[src/rtl/glyph_string_plotter.sv]
// glyph_string_plotter
// Sequential text renderer. Walks each glyph cell of a latched string pixel by
// pixel, asks an external combinational glyph lookup whether the pixel is lit,
// and issues one registered plot request per plotted pixel over valid/ready.
//
// Optional feature macro: GLYPH_BG_FILL_EN
//   defined   : every cell pixel is plotted (unlit pixels use bg_colour)
//   undefined : unlit pixels are skipped, bg_colour is ignored
//
// Ports:
//   clock, reset          rising-edge clock, async active-high reset
//   start                 render request, sampled only while idle
//   origin_x, origin_y    top-left pixel of char 0
//   chars, length         packed glyph codes and string length (clamped)
//   colour, bg_colour     foreground / background colour
//   q_code, q_gx, q_gy    glyph lookup query (combinational)
//   q_pixel               glyph lookup answer, same cycle
//   plot_valid/ready      plot request handshake
//   plot_x/y/colour       registered plot payload
//   busy                  high while scanning or emitting
//   done                  one-cycle pulse at end of render
module glyph_string_plotter #(
  parameter int unsigned GLYPH_W    = 8,
  parameter int unsigned GLYPH_H    = 10,
  parameter int unsigned CHAR_PITCH = 10,
  parameter int unsigned MAX_CHARS  = 8,
  parameter int unsigned CODE_W     = 6
) (
  input  logic                                 clock,
  input  logic                                 reset,
  input  logic                                 start,
  input  logic [7:0]                           origin_x,
  input  logic [7:0]                           origin_y,
  input  logic [MAX_CHARS*CODE_W-1:0]          chars,
  input  logic [$clog2(MAX_CHARS+1)-1:0]       length,
  input  logic [5:0]                           colour,
  input  logic [5:0]                           bg_colour,
  output logic [CODE_W-1:0]                    q_code,
  output logic [7:0]                           q_gx,
  output logic [7:0]                           q_gy,
  input  logic                                 q_pixel,
  output logic                                 plot_valid,
  input  logic                                 plot_ready,
  output logic [7:0]                           plot_x,
  output logic [7:0]                           plot_y,
  output logic [5:0]                           plot_colour,
  output logic                                 busy,
  output logic                                 done
);

  localparam int unsigned LEN_W  = $clog2(MAX_CHARS + 1);
  localparam int unsigned CI_W   = (MAX_CHARS > 1) ? $clog2(MAX_CHARS) : 1;
  localparam int unsigned GX_W   = (GLYPH_W > 1) ? $clog2(GLYPH_W) : 1;
  localparam int unsigned GY_W   = (GLYPH_H > 1) ? $clog2(GLYPH_H) : 1;
  localparam int unsigned CHAR_W = MAX_CHARS * CODE_W;

  localparam logic [1:0] S_IDLE = 2'd0;
  localparam logic [1:0] S_SCAN = 2'd1;
  localparam logic [1:0] S_EMIT = 2'd2;
  localparam logic [1:0] S_DONE = 2'd3;

  logic [1:0]        state, state_n;
  logic [CI_W-1:0]   ci, ci_n, ci_adv;
  logic [GX_W-1:0]   gx, gx_n, gx_adv;
  logic [GY_W-1:0]   gy, gy_n, gy_adv;
  logic [7:0]        ox_r, ox_n, oy_r, oy_n;
  logic [CHAR_W-1:0] chars_r, chars_n;
  logic [LEN_W-1:0]  len_r, len_n, len_clamped;
  logic [5:0]        col_r, col_n, bg_r, bg_n;
  logic              valid_n, busy_n, done_n;
  logic [7:0]        x_n, y_n;
  logic [5:0]        pcol_n;
  logic              last_pos, hit;
  logic [5:0]        hit_colour;

  // Query the lookup directly from the scan counters.
  assign q_code = chars_r[ci*CODE_W +: CODE_W];
  assign q_gx   = 8'(gx);
  assign q_gy   = 8'(gy);

  assign len_clamped = (length > LEN_W'(MAX_CHARS)) ? LEN_W'(MAX_CHARS) : length;

  // Plot decision: fill mode plots every pixel, otherwise only lit ones.
`ifdef GLYPH_BG_FILL_EN
  assign hit        = 1'b1;
  assign hit_colour = q_pixel ? col_r : bg_r;
`else
  logic unused_bg;
  assign unused_bg  = ^{bg_colour, bg_r};
  assign hit        = q_pixel;
  assign hit_colour = col_r;
`endif

  assign last_pos = (gx == GX_W'(GLYPH_W - 1)) &&
                    (gy == GY_W'(GLYPH_H - 1)) &&
                    ((LEN_W'(ci) + LEN_W'(1)) == len_r);

  // Counter advance: gx fastest, then gy, then ci.
  always_comb begin
    gx_adv = gx + GX_W'(1);
    gy_adv = gy;
    ci_adv = ci;
    if (gx == GX_W'(GLYPH_W - 1)) begin
      gx_adv = '0;
      if (gy == GY_W'(GLYPH_H - 1)) begin
        gy_adv = '0;
        ci_adv = ci + CI_W'(1);
      end else begin
        gy_adv = gy + GY_W'(1);
      end
    end
  end

  // Next-state and registered-output logic.
  always_comb begin
    state_n = state;
    ci_n    = ci;
    gx_n    = gx;
    gy_n    = gy;
    ox_n    = ox_r;
    oy_n    = oy_r;
    chars_n = chars_r;
    len_n   = len_r;
    col_n   = col_r;
    bg_n    = bg_r;
    valid_n = plot_valid;
    x_n     = plot_x;
    y_n     = plot_y;
    pcol_n  = plot_colour;

    case (state)
      S_IDLE: begin
        if (start) begin
          ox_n    = origin_x;
          oy_n    = origin_y;
          chars_n = chars;
          len_n   = len_clamped;
          col_n   = colour;
          bg_n    = bg_colour;
          ci_n    = '0;
          gx_n    = '0;
          gy_n    = '0;
          state_n = (len_clamped == '0) ? S_DONE : S_SCAN;
        end
      end
      S_SCAN: begin
        if (hit) begin
          x_n     = ox_r + 8'(32'(ci) * CHAR_PITCH) + 8'(gx);
          y_n     = oy_r + 8'(gy);
          pcol_n  = hit_colour;
          valid_n = 1'b1;
          state_n = S_EMIT;
        end else if (last_pos) begin
          state_n = S_DONE;
        end else begin
          ci_n = ci_adv;
          gx_n = gx_adv;
          gy_n = gy_adv;
        end
      end
      S_EMIT: begin
        if (plot_ready) begin
          valid_n = 1'b0;
          if (last_pos) begin
            state_n = S_DONE;
          end else begin
            ci_n    = ci_adv;
            gx_n    = gx_adv;
            gy_n    = gy_adv;
            state_n = S_SCAN;
          end
        end
      end
      default: begin
        ci_n    = '0;
        gx_n    = '0;
        gy_n    = '0;
        state_n = S_IDLE;
      end
    endcase

    busy_n = (state_n == S_SCAN) || (state_n == S_EMIT);
    done_n = (state_n == S_DONE);
  end

  // State and output registers.
  always_ff @(posedge clock or posedge reset) begin
    if (reset) begin
      state       <= S_IDLE;
      ci          <= '0;
      gx          <= '0;
      gy          <= '0;
      ox_r        <= '0;
      oy_r        <= '0;
      chars_r     <= '0;
      len_r       <= '0;
      col_r       <= '0;
      bg_r        <= '0;
      plot_valid  <= 1'b0;
      plot_x      <= '0;
      plot_y      <= '0;
      plot_colour <= '0;
      busy        <= 1'b0;
      done        <= 1'b0;
    end else begin
      state       <= state_n;
      ci          <= ci_n;
      gx          <= gx_n;
      gy          <= gy_n;
      ox_r        <= ox_n;
      oy_r        <= oy_n;
      chars_r     <= chars_n;
      len_r       <= len_n;
      col_r       <= col_n;
      bg_r        <= bg_n;
      plot_valid  <= valid_n;
      plot_x      <= x_n;
      plot_y      <= y_n;
      plot_colour <= pcol_n;
      busy        <= busy_n;
      done        <= done_n;
    end
  end

endmodule

[config.mk]
export PLATFORM = sky130hd
export DESIGN_NAME = glyph_string_plotter
export DESIGN_NICKNAME = d
export VERILOG_FILES = /design/src/rtl/glyph_string_plotter.sv
export SDC_FILE = /design/constraint.sdc
export NUM_CORES = 1
export LEC_CHECK = 0
export CORE_ASPECT_RATIO = 1.4
export CORE_UTILIZATION = 45
export CTS_BUF_LIST = sky130_fd_sc_hd__clkbuf_8
export DETAILED_ROUTE_END_ITERATION = 12
export PLACE_DENSITY = 0.82
export REMOVE_ABC_BUFFERS = 1
export SKIP_LAST_GASP = 1
export SLEW_MARGIN = 20
export SYNTH_ARGS = -nofsm -noshare
export SYNTH_HDL_FRONTEND = slang
export SYNTH_SLANG_ARGS = --single-unit
[constraint.sdc]
create_clock -name clock -period 4.2 [get_ports clock]
set_clock_uncertainty 0.1 [all_clocks]
set_input_delay 0.84 -clock clock [delete_from_list [all_inputs] [get_ports clock]]
set_output_delay 0.84 -clock clock [all_outputs]
set_load 0.1 [all_outputs]
==> flow_summary.ini, run 1 <==
[pwr]
vdd_ir_drop_max_mv = 0.3897
cellLeakagePower_nw = 3.067
p_per_area_nw_per_um2 = 768.6

[clock_tree]
buffer_count_from_post_cts_setup_fixing = 0
clock-sinks = 111
clkLatencyLatePin_ns = 0.36
tritoncts.num_buffers = 9
clk_root_buffer_cell = sky130_fd_sc_hd__clkbuf_8
cts_resized = 0
post_cts_hold_buffer_count = 0
clock_tree_from_tritoncts = done
clkSlewWorstSetupHoldPaths_ns = 0.10
number_of_levels_the_h_tree_was_split_into = 3
clockBufferDepth = 2

[floorplanning]
fp.dieH_um = 133.4
die_footprint_um2 = 12790
floorplan.initialDensity = 0.4652
floorplan.die.width_um = 95.88
io_pins = 132
core.rowCount = 47
coreArea_um2 = 11940

[logic_synthesis]
synth_top_area_share = 0.5002
synth_largest_area_cell = sky130_fd_sc_hd__dfrtp_1
netlist_instances = 447
dominant_register_cell_in_the_synthesized_netlist = sky130_fd_sc_hd__dfrtp_1
synth_enable_flop_cells = 0
synth_seq_area_share = 0.5002
synth-async-reset-ratio = 1.000
avg_synthesized_cell_area_um2 = 12.42
synth_area_leaders = sky130_fd_sc_hd__dfrtp_1 (50%), sky130_fd_sc_hd__mux2_2 (16%), sky130_fd_sc_hd__ha_1 (6.3%)
netlist_area_um2 = 5553
synthDistinctLibCells = 54
number_of_register_bits_inferred_by_synthesis = 111
yosys_warnings = 0

[timing]
setup_ws_ns = 0.8402
worst_slew_pin_slew_ns = 0.9911
hold_viol = 0
timing.slew.headroom = 0.3372
fmax_mhz = 297.6
finalSetupViolCount = 0
fin_tns_setup_ns = 0
rsz0062_at_grt = false
drv_slew = 0
timing.final.crit_share = 0.8000
final_min_period_ns = 3.360
hold_slack_ns = 0.3748

[placement]
detailed_place_hpwl_mm = 8.205
pre_cts_slack_ns = 0.8676
routabilityCongestion = 0.7861
buffer_ports.inserted = 116

[layout]
post_route_cells_drive_above_1_share = 0.2193
layout-area-overhead-vs-synth_pct = 25.87
antenna_cells_inserted = 0
design.final.nets = 673
fin_util = 0.5855

[worst_setup_path]
critical_path.n_buffers_inverters = 1
critPathTopFamily = flip-flops
worstPathRequired_ns = 3.26
crit_type = reg2out
end_kind = output port
nature_of_the_critical_path_startpoint = flip-flop
critical_path_arrival_ns = 2.42
cp_cell_sequence = mux4_2, mux2_2, buf_4
worst-path-max-fanout = 18
max_stage_delay_ns = 0.95
critical-path-slowest-cell = sky130_fd_sc_hd__dfrtp_1

[global_route]
globalRouteOverflowTotal = 0
grt_antenna_before_repair = 0
pin_count_of_the_biggest_net_entering_global_routing = 61
grt_first_pass_wirelength_mm = 18.57
vias_in_the_first_global_route = 3982
track_usage = 0.1873

[routing]
vias_per_cell = 5.319
drtIter0Drc = 100
ant_nets = 0
detailedRoute.firstPassIterationCount = 4
route.vias.total = 3766
post_drt_wl_per_cell_um = 15.85
wirelength_mm = 11.22
drt_drc_violations_left = 0

[min_path]
hold_path.class = reg2reg

[status]
outcome = completed

[flow_run]
cap_violations = 0
cell usage in the layout (no fill, tap or decap), drive strengths merged, types with 2 or more instances in the layout:
cell / Yosys / final
nand4: 3 / 3
nand4b: 2 / 2
a31oi: 2 / 2
a21o: 6 / 6
xnor2: 5 / 5
mux4: 12 / 12
nor2: 5 / 5
nor4b: 2 / 2
clkbuf: 11 / 9
clkdlybuf4s50: 0 / 110
nor2b: 3 / 3
xor2: 5 / 5
nand2b: 5 / 5
and2: 3 / 3
buf: 20 / 11
or3: 3 / 3
or4: 3 / 3
o21a: 3 / 3
conb: 1 / 9
a211oi: 2 / 2
inv: 14 / 16
nor3: 5 / 5
ha: 28 / 28
o31ai: 2 / 2
clkinv: 0 / 2
o211ai: 2 / 2
o21ai: 23 / 23
fa: 4 / 4
mux2: 77 / 77
a21oi: 8 / 8
clkinvlp: 0 / 2
o311ai: 2 / 2
dfrtp: 111 / 111
nand2: 53 / 53
nand3: 7 / 7
kinds of logic after synthesis:
group	share of synthesized area
buf+inv	0.03876
flops	0.5002
mux	0.2066
fa+ha+maj	0.07751
other cells	0.0006753
simple gates	0.08743
compound gates	0.07301
xor+xnor	0.01577
cell type report:
class	instances	area (µm²)
Fill cell	980	4949
Sequential cell	111	2779
Multi-Input combinational cell	299	2597
Timing Repair Buffer	121	1184
Tap cell	147	183.9
Clock buffer	9	123.9
Clock inverter	7	66.31
Inverter	14	55.05
cells in the mapped netlist (4+ instances only):
cell	count
sky130_fd_sc_hd__dfrtp_1	111
sky130_fd_sc_hd__mux2_2	77
sky130_fd_sc_hd__nand2_1	53
sky130_fd_sc_hd__ha_1	28
sky130_fd_sc_hd__o21ai_0	23
sky130_fd_sc_hd__inv_1	14
sky130_fd_sc_hd__mux4_2	12
sky130_fd_sc_hd__clkbuf_1	10
sky130_fd_sc_hd__buf_4	9
sky130_fd_sc_hd__a21oi_1	8
sky130_fd_sc_hd__buf_1	7
sky130_fd_sc_hd__nand3_1	7
sky130_fd_sc_hd__a21o_1	6
sky130_fd_sc_hd__nand2b_1	5
sky130_fd_sc_hd__nor2_1	5
sky130_fd_sc_hd__nor3_1	5
sky130_fd_sc_hd__xnor2_1	5
sky130_fd_sc_hd__xor2_1	5
sky130_fd_sc_hd__fa_1	4
per-stage QoR:
step | power [W] | cells | cell area, µm²
final | 0.005372 | 708 | 6989
after global routing | 0.005691 | 708 | 6989
after CTS | 0.005421 | 708 | 6988
after detailed placement | 0.004794 | 692 | 6798
after global placement | 0.004672 | 692 | 6798
after floorplan | 0.004115 | 424 | 5420
registers in the layout, indices dropped and copies added, names as in the netlist, 3 cells and up:
name,count
oy_r,8
gy,4
chars_r,48
ci,3
col_r,6
gx,3
ox_r,8
plot_x,8
plot_colour,6
plot_y,8
len_r,4
report_power, final:
part / switching, W / leakage (nW) / internal, W
registers: 0.000289 / 1.34 / 0.00157
logic: 0.00187 / 1.63 / 0.00102
clock network: 0.000350 / 0.0978 / 0.000272
layer usage:
metal | up-vias | track usage | share of wire
li1 | 1787 | - | -
met1 | 1855 | 0.2220 | 0.40
met2 | 113 | 0.3401 | 0.54
met3 | 11 | 0.03311 | 0.042
met4 | 0 | 0.05307 | 0.013
met5 | - | 0 | 0
worst reg2reg max path: cells and delay by family (launching register included):
family / cells / cell delay [ns]
xor gates and xnor gates: 1 / 0.11
and+or+nand+nor: 2 / 0.49
adders and majority gates: 2 / 0.63
DFF: 1 / 0.95
AOI/OAI and AO/OA: 2 / 0.73
path summary, 6_finish.rpt:
check                      startpoint        endpoint  slack, ns  depth (start not counted)
max                             ci[1]       q_code[4]       0.84                          3
max reg2reg                     ci[1]            busy       1.08                          7
min in group asynchronous       reset     chars_r[46]       0.86                          2
min reg2reg                  col_r[5]  plot_colour[5]       0.37                          2
min                          col_r[5]  plot_colour[5]       0.37                          2
max in group asynchronous       reset       plot_x[6]       2.25                          3
Power figures use the tool's default switching activity.
==> run 2, diff against run 1 <==
clock period = 3.3 ns   (was 4.2 ns; I/O delays follow)
==> run 2 against run 1 <==
Net effect:
- clock power is 28% higher
- power up 29%
- die area did not move
- setup slack worse by 0.62 ns
- via count up 2.7%
- first-iteration DRC count up 110%
- design area increased by 0.54%
- sequential share of layout area is 0.21 points lower
- sequential power up 27%
- register-to-register slack got worse by 0.52 ns
- final cell count grew 0.28%
- critical endpoint unchanged
==> flow_summary.ini, run 2 (synthesis results as in run 1) <==
[timing]
fmax_mhz = 324.7
timing.final.crit_share = 0.9333
rsz0062_at_grt = false
worst_slew_pin_slew_ns = 0.6899
drv_slew = 0
final_min_period_ns = 3.080
finalSetupViolCount = 0
timing.slew.headroom = 0.5401
hold_viol = 0

[flow_run]
cap_violations = 0

[clock_tree]
clkSlewWorstSetupHoldPaths_ns = 0.11
clock_tree_from_tritoncts = done
buffer_count_from_post_cts_setup_fixing = 0
clkLatencyLatePin_ns = 0.37
clockBufferDepth = 2
post_cts_hold_buffer_count = 0
clock-sinks = 111
clk_root_buffer_cell = sky130_fd_sc_hd__clkbuf_8
number_of_levels_the_h_tree_was_split_into = 3
tritoncts.num_buffers = 9
cts_resized = 0

[floorplanning]
coreArea_um2 = 11940
floorplan.initialDensity = 0.4652
fp.dieH_um = 133.4
floorplan.die.width_um = 95.88
io_pins = 132
die_footprint_um2 = 12790
core.rowCount = 47

[global_route]
vias_in_the_first_global_route = 4034
pin_count_of_the_biggest_net_entering_global_routing = 56
globalRouteOverflowTotal = 0
track_usage = 0.1889
grt_first_pass_wirelength_mm = 18.58
grt_antenna_before_repair = 0

[placement]
placed_cells = 694
routabilityCongestion = 0.7821
detailed_place_hpwl_mm = 8.452
buffer_ports.inserted = 116

[routing]
ant_nets = 0
route.vias.total = 3867
vias_per_cell = 5.446
wirelength_mm = 11.32
post_drt_wl_per_cell_um = 15.94
detailedRoute.firstPassIterationCount = 4
drt_drc_violations_left = 0
drtIter0Drc = 207

[layout]
antenna_cells_inserted = 0
largest_register_ff_count = 48
fin_util = 0.5886
fillerInstances = 986
layout-area-overhead-vs-synth_pct = 26.54
design.final.nets = 675
highest_count_cells_in_the_layout_ignoring_fill_and_taps = sky130_fd_sc_hd__dfrtp_1 (110), sky130_fd_sc_hd__clkdlybuf4s50_1 (78), sky130_fd_sc_hd__mux2_2 (77), sky130_fd_sc_hd__nand2_1 (52), sky130_fd_sc_hd__buf_4 (37)
layout.cells.most_common = sky130_fd_sc_hd__dfrtp_1
max_flop_register = chars_r
fin_cells = 710
post_route_cells_drive_above_1_share = 0.2824

[worst_setup_path]
critical-path-slowest-cell = sky130_fd_sc_hd__dfrtp_1
critical_path.n_buffers_inverters = 2
nature_of_the_critical_path_startpoint = flip-flop
cp_cell_sequence = buf_4, mux4_2, mux2_2, buf_12
critPathTopFamily = multiplexers
end_kind = output port
max_stage_delay_ns = 0.62
worst-path-max-fanout = 11
worstPathRequired_ns = 2.54
crit_type = reg2out
critical_path_arrival_ns = 2.32

[pwr]
vdd_ir_drop_max_mv = 0.5253
p_per_area_nw_per_um2 = 986.7
cellLeakagePower_nw = 3.153

[min_path]
hold_path.class = reg2reg

[status]
outcome = completed
-- run 2: cell types whose count changed in the layout (fill, tap and decap cells not counted) --
cell	delta
sky130_fd_sc_hd__inv_6	+1
sky130_fd_sc_hd__clkinv_4	+1
sky130_fd_sc_hd__clkdlybuf4s50_1	-32
sky130_fd_sc_hd__buf_4	+26
sky130_fd_sc_hd__buf_12	+8
sky130_fd_sc_hd__bufinv_16	-1
sky130_fd_sc_hd__inv_1	-2
sky130_fd_sc_hd__clkinv_2	-1
sky130_fd_sc_hd__clkbuf_8	+2
-- run 2: routing by layer --
metal  wire [µm]  GRT usage  part of all wire
met1        4525     0.2139              0.40
met2        6007     0.3401              0.53
met3         587    0.04338             0.052
met4         199    0.06716             0.018
met5           0          0                 0
-- run 2: worst paths after layout --
check                           slack, ns        endpoint     start  depth (start not counted)
worst max-delay path                 0.22       q_code[4]     ci[1]                          4
worst min-delay path                 0.38  plot_colour[2]  col_r[2]                          2
worst max register to register       0.56            busy     ci[1]                          7
worst min register to register       0.38  plot_colour[2]  col_r[2]                          2
max in group asynchronous            1.75     chars_r[11]     reset                          3
min in group asynchronous            0.63     chars_r[37]     reset                          2
-- run 2: per-stage QoR --
stage / setup WS (ns) / TNS (ns) / power, W / cell area (µm²) / hold slack (ns)
finish: 0.2202 / 0 / 0.006933 / 7027 / 0.3767
global route: 0.1463 / 0 / 0.007321 / 7027 / 0.4029
CTS: 0.07766 / 0 / 0.007001 / 7025 / 0.3805
detailed placement: 0.4919 / 0 / 0.006201 / 6833 / 0.3556
global placement: 0.4968 / 0 / 0.006039 / 6833 / 0.3398
floorplan: -0.3907 / -43.36 / 0.005237 / 5420 / 0.3331
-- run 2: final cells by class --
type,count,area (µm²),share of cell area
inverter,14,55.05,0.007835
clock buffer,11,151.4,0.02155
multi-input combinational,299,2597,0.3697
tap,147,183.9,0.02618
sequential,111,2779,0.3955
clock inverter,5,41.29,0.005876
timing repair buffer,123,1219,0.1734
-- run 2: power by group --
part           leakage, nW  total [W]  switching (W)  internal [W]
Combinational         1.72    0.00377        0.00241       0.00136
Sequential            1.34    0.00237       0.000371       0.00200
Clock               0.0922   0.000794       0.000472      0.000322
-- run 2: worst register-to-register path, stage by stage, from the launching register on --
cell and delay [ns]:
sky130_fd_sc_hd__dfrtp_1 0.55, sky130_fd_sc_hd__ha_1 0.31, sky130_fd_sc_hd__xor2_1 0.20, sky130_fd_sc_hd__or3_4 0.35, sky130_fd_sc_hd__a211oi_4 0.41, sky130_fd_sc_hd__nand3_1 0.14
sky130_fd_sc_hd__a41oi_1 0.29, sky130_fd_sc_hd__ha_1 0.27
==> run 3, diff against run 2 <==
SETUP_SLACK_MARGIN = 0.3   (was not set)
==> run 3 against run 2 <==
Net effect:
- count of clock-buffer cells in the layout unchanged
- hold slack barely moved
- setup slack improved by 0.27 ns
- wire length is essentially flat
- non-clock buffer count grew 4
- clock power barely moved
- largest cell class unchanged
==> flow_summary.ini, run 3 (synthesis results as in run 1) <==
[status]
outcome = completed

[routing]
ant_nets = 0
detailedRoute.firstPassIterationCount = 4
drtIter0Drc = 186
wirelength_mm = 11.32
vias_per_cell = 5.381
drt_drc_violations_left = 0
post_drt_wl_per_cell_um = 15.86
route.vias.total = 3842

[timing]
timing.slew.headroom = 0.5328
worst_slew_pin_slew_ns = 0.7008
rsz0062_at_grt = false
timing.final.crit_share = 0.8508
final_min_period_ns = 2.808
hold_slack_ns = 0.3767
fmax_mhz = 356.2
drv_slew = 0
finalSetupViolCount = 0
fin_tns_setup_ns = 0
hold_viol = 0

[global_route]
globalRouteOverflowTotal = 0
vias_in_the_first_global_route = 4048
pin_count_of_the_biggest_net_entering_global_routing = 56
grt_antenna_before_repair = 0
grt_first_pass_wirelength_mm = 18.58
track_usage = 0.1889

[layout]
largest_register_ff_count = 48
fillerInstances = 982
layout-area-overhead-vs-synth_pct = 27.17
antenna_cells_inserted = 0
design.final.nets = 679
max_flop_register = chars_r
final_area_um2 = 7062
layout.cells.most_common = sky130_fd_sc_hd__dfrtp_1
highest_count_cells_in_the_layout_ignoring_fill_and_taps = sky130_fd_sc_hd__dfrtp_1 (109), sky130_fd_sc_hd__clkdlybuf4s50_1 (78), sky130_fd_sc_hd__mux2_2 (77), sky130_fd_sc_hd__nand2_1 (52), sky130_fd_sc_hd__buf_4 (40)
post_route_cells_drive_above_1_share = 0.2892

[clock_tree]
clk_root_buffer_cell = sky130_fd_sc_hd__clkbuf_8
clkLatencyLatePin_ns = 0.38
clockBufferDepth = 2
clock_tree_from_tritoncts = done
post_cts_hold_buffer_count = 0
number_of_levels_the_h_tree_was_split_into = 3
tritoncts.num_buffers = 9
clock-sinks = 111
clkSlewWorstSetupHoldPaths_ns = 0.11

[worst_setup_path]
critical_path_arrival_ns = 2.05
end_kind = output port
critPathTopFamily = multiplexers
crit_type = reg2out
regToRegSetupSlack_ns = 0.52
worstPathRequired_ns = 2.54
worst-path-max-fanout = 11
nature_of_the_critical_path_startpoint = flip-flop
critical_path.n_buffers_inverters = 2
cp_cell_sequence = buf_4, mux4_2, mux2_2, buf_12
max_stage_delay_ns = 0.53
critical_path.reg2reg.startpoint = ci[0]
critical-path-slowest-cell = sky130_fd_sc_hd__mux4_2
beginning_of_the_critical_path = ci[1]

[floorplanning]
io_pins = 132
coreArea_um2 = 11940
floorplan.initialDensity = 0.4652
core.rowCount = 47
fp.dieH_um = 133.4
floorplan.die.width_um = 95.88
die_footprint_um2 = 12790

[placement]
routabilityCongestion = 0.7821
dpl_cell_area_um2 = 6833
buffer_ports.inserted = 116
detailed_place_hpwl_mm = 8.452

[min_path]
hold_path.class = reg2reg
hold_start = col_r[2]

[pwr]
vdd_ir_drop_max_mv = 0.5255
power_w = 0.006935
cellLeakagePower_nw = 3.174
p_per_area_nw_per_um2 = 982.0

[flow_run]
cap_violations = 0
[run 3: changes by cell type in the layout (fill, tap and decap cells not counted), sizes merged]
cell	previous run	this run
buf	45	49
[run 3: final cells by class]
cell class	count	area, µm²	area share
multi-input cells	299	2597	0.3678
clock inverters	5	41.29	0.005847
repair buffers	127	1252	0.1774
inverters	14	55.05	0.007796
well taps	147	183.9	0.02605
clock buffers	11	151.4	0.02144
flip-flops and latches	111	2780	0.3937
[run 3: worst register-to-register path: stages (launching register included)]
cell and delay, ns:
sky130_fd_sc_hd__dfrtp_2 0.45, sky130_fd_sc_hd__buf_4 0.19, sky130_fd_sc_hd__ha_1 0.21, sky130_fd_sc_hd__ha_1 0.18
sky130_fd_sc_hd__ha_1 0.28, sky130_fd_sc_hd__ha_1 0.29, sky130_fd_sc_hd__ha_1 0.34, sky130_fd_sc_hd__or4b_2 0.60
sky130_fd_sc_hd__nand3_1 0.09
[run 3: path summary, 6_finish.rpt]
kind,to,cells after the start
min in group asynchronous,chars_r[37],2
hold reg to reg,plot_colour[2],2
max in group asynchronous,chars_r[11],3
hold / removal,plot_colour[2],2
setup reg to reg,plot_x[6],8
setup / recovery,q_code[4],4
[run 3: where the power goes]
part,switching [W],internal [W],total [W]
Sequential,0.000370,0.00200,0.00237
Clock,0.000475,0.000322,0.000796
Combinational,0.00241,0.00136,0.00377
[run 3: timing repair]
action                     4_1_cts  5_1_grt
setup endpoints to repair        4        4
resized for setup                3        0
pin swaps                        0        0
setup buffers                    0        4
[run 3: per-layer routing]
layer / track usage / vias to the layer above / routed length (µm)
met5: 0 / - / 0
met1: 0.2127 / 1917 / 4533
met4: 0.06882 / 0 / 218
met2: 0.3397 / 113 / 5976
met3: 0.04452 / 14 / 594
li1: - / 1798 / -
[run 3: per-stage QoR]
stage	utilization	setup slack (ns)	instances
after global routing	0.5916	0.4198	714
after detailed placement	0.5724	0.4919	694
final	0.5916	0.4922	714
after floorplan	-	-0.3907	424
after global placement	0.5724	0.4968	694
after CTS	0.5890	0.3184	710
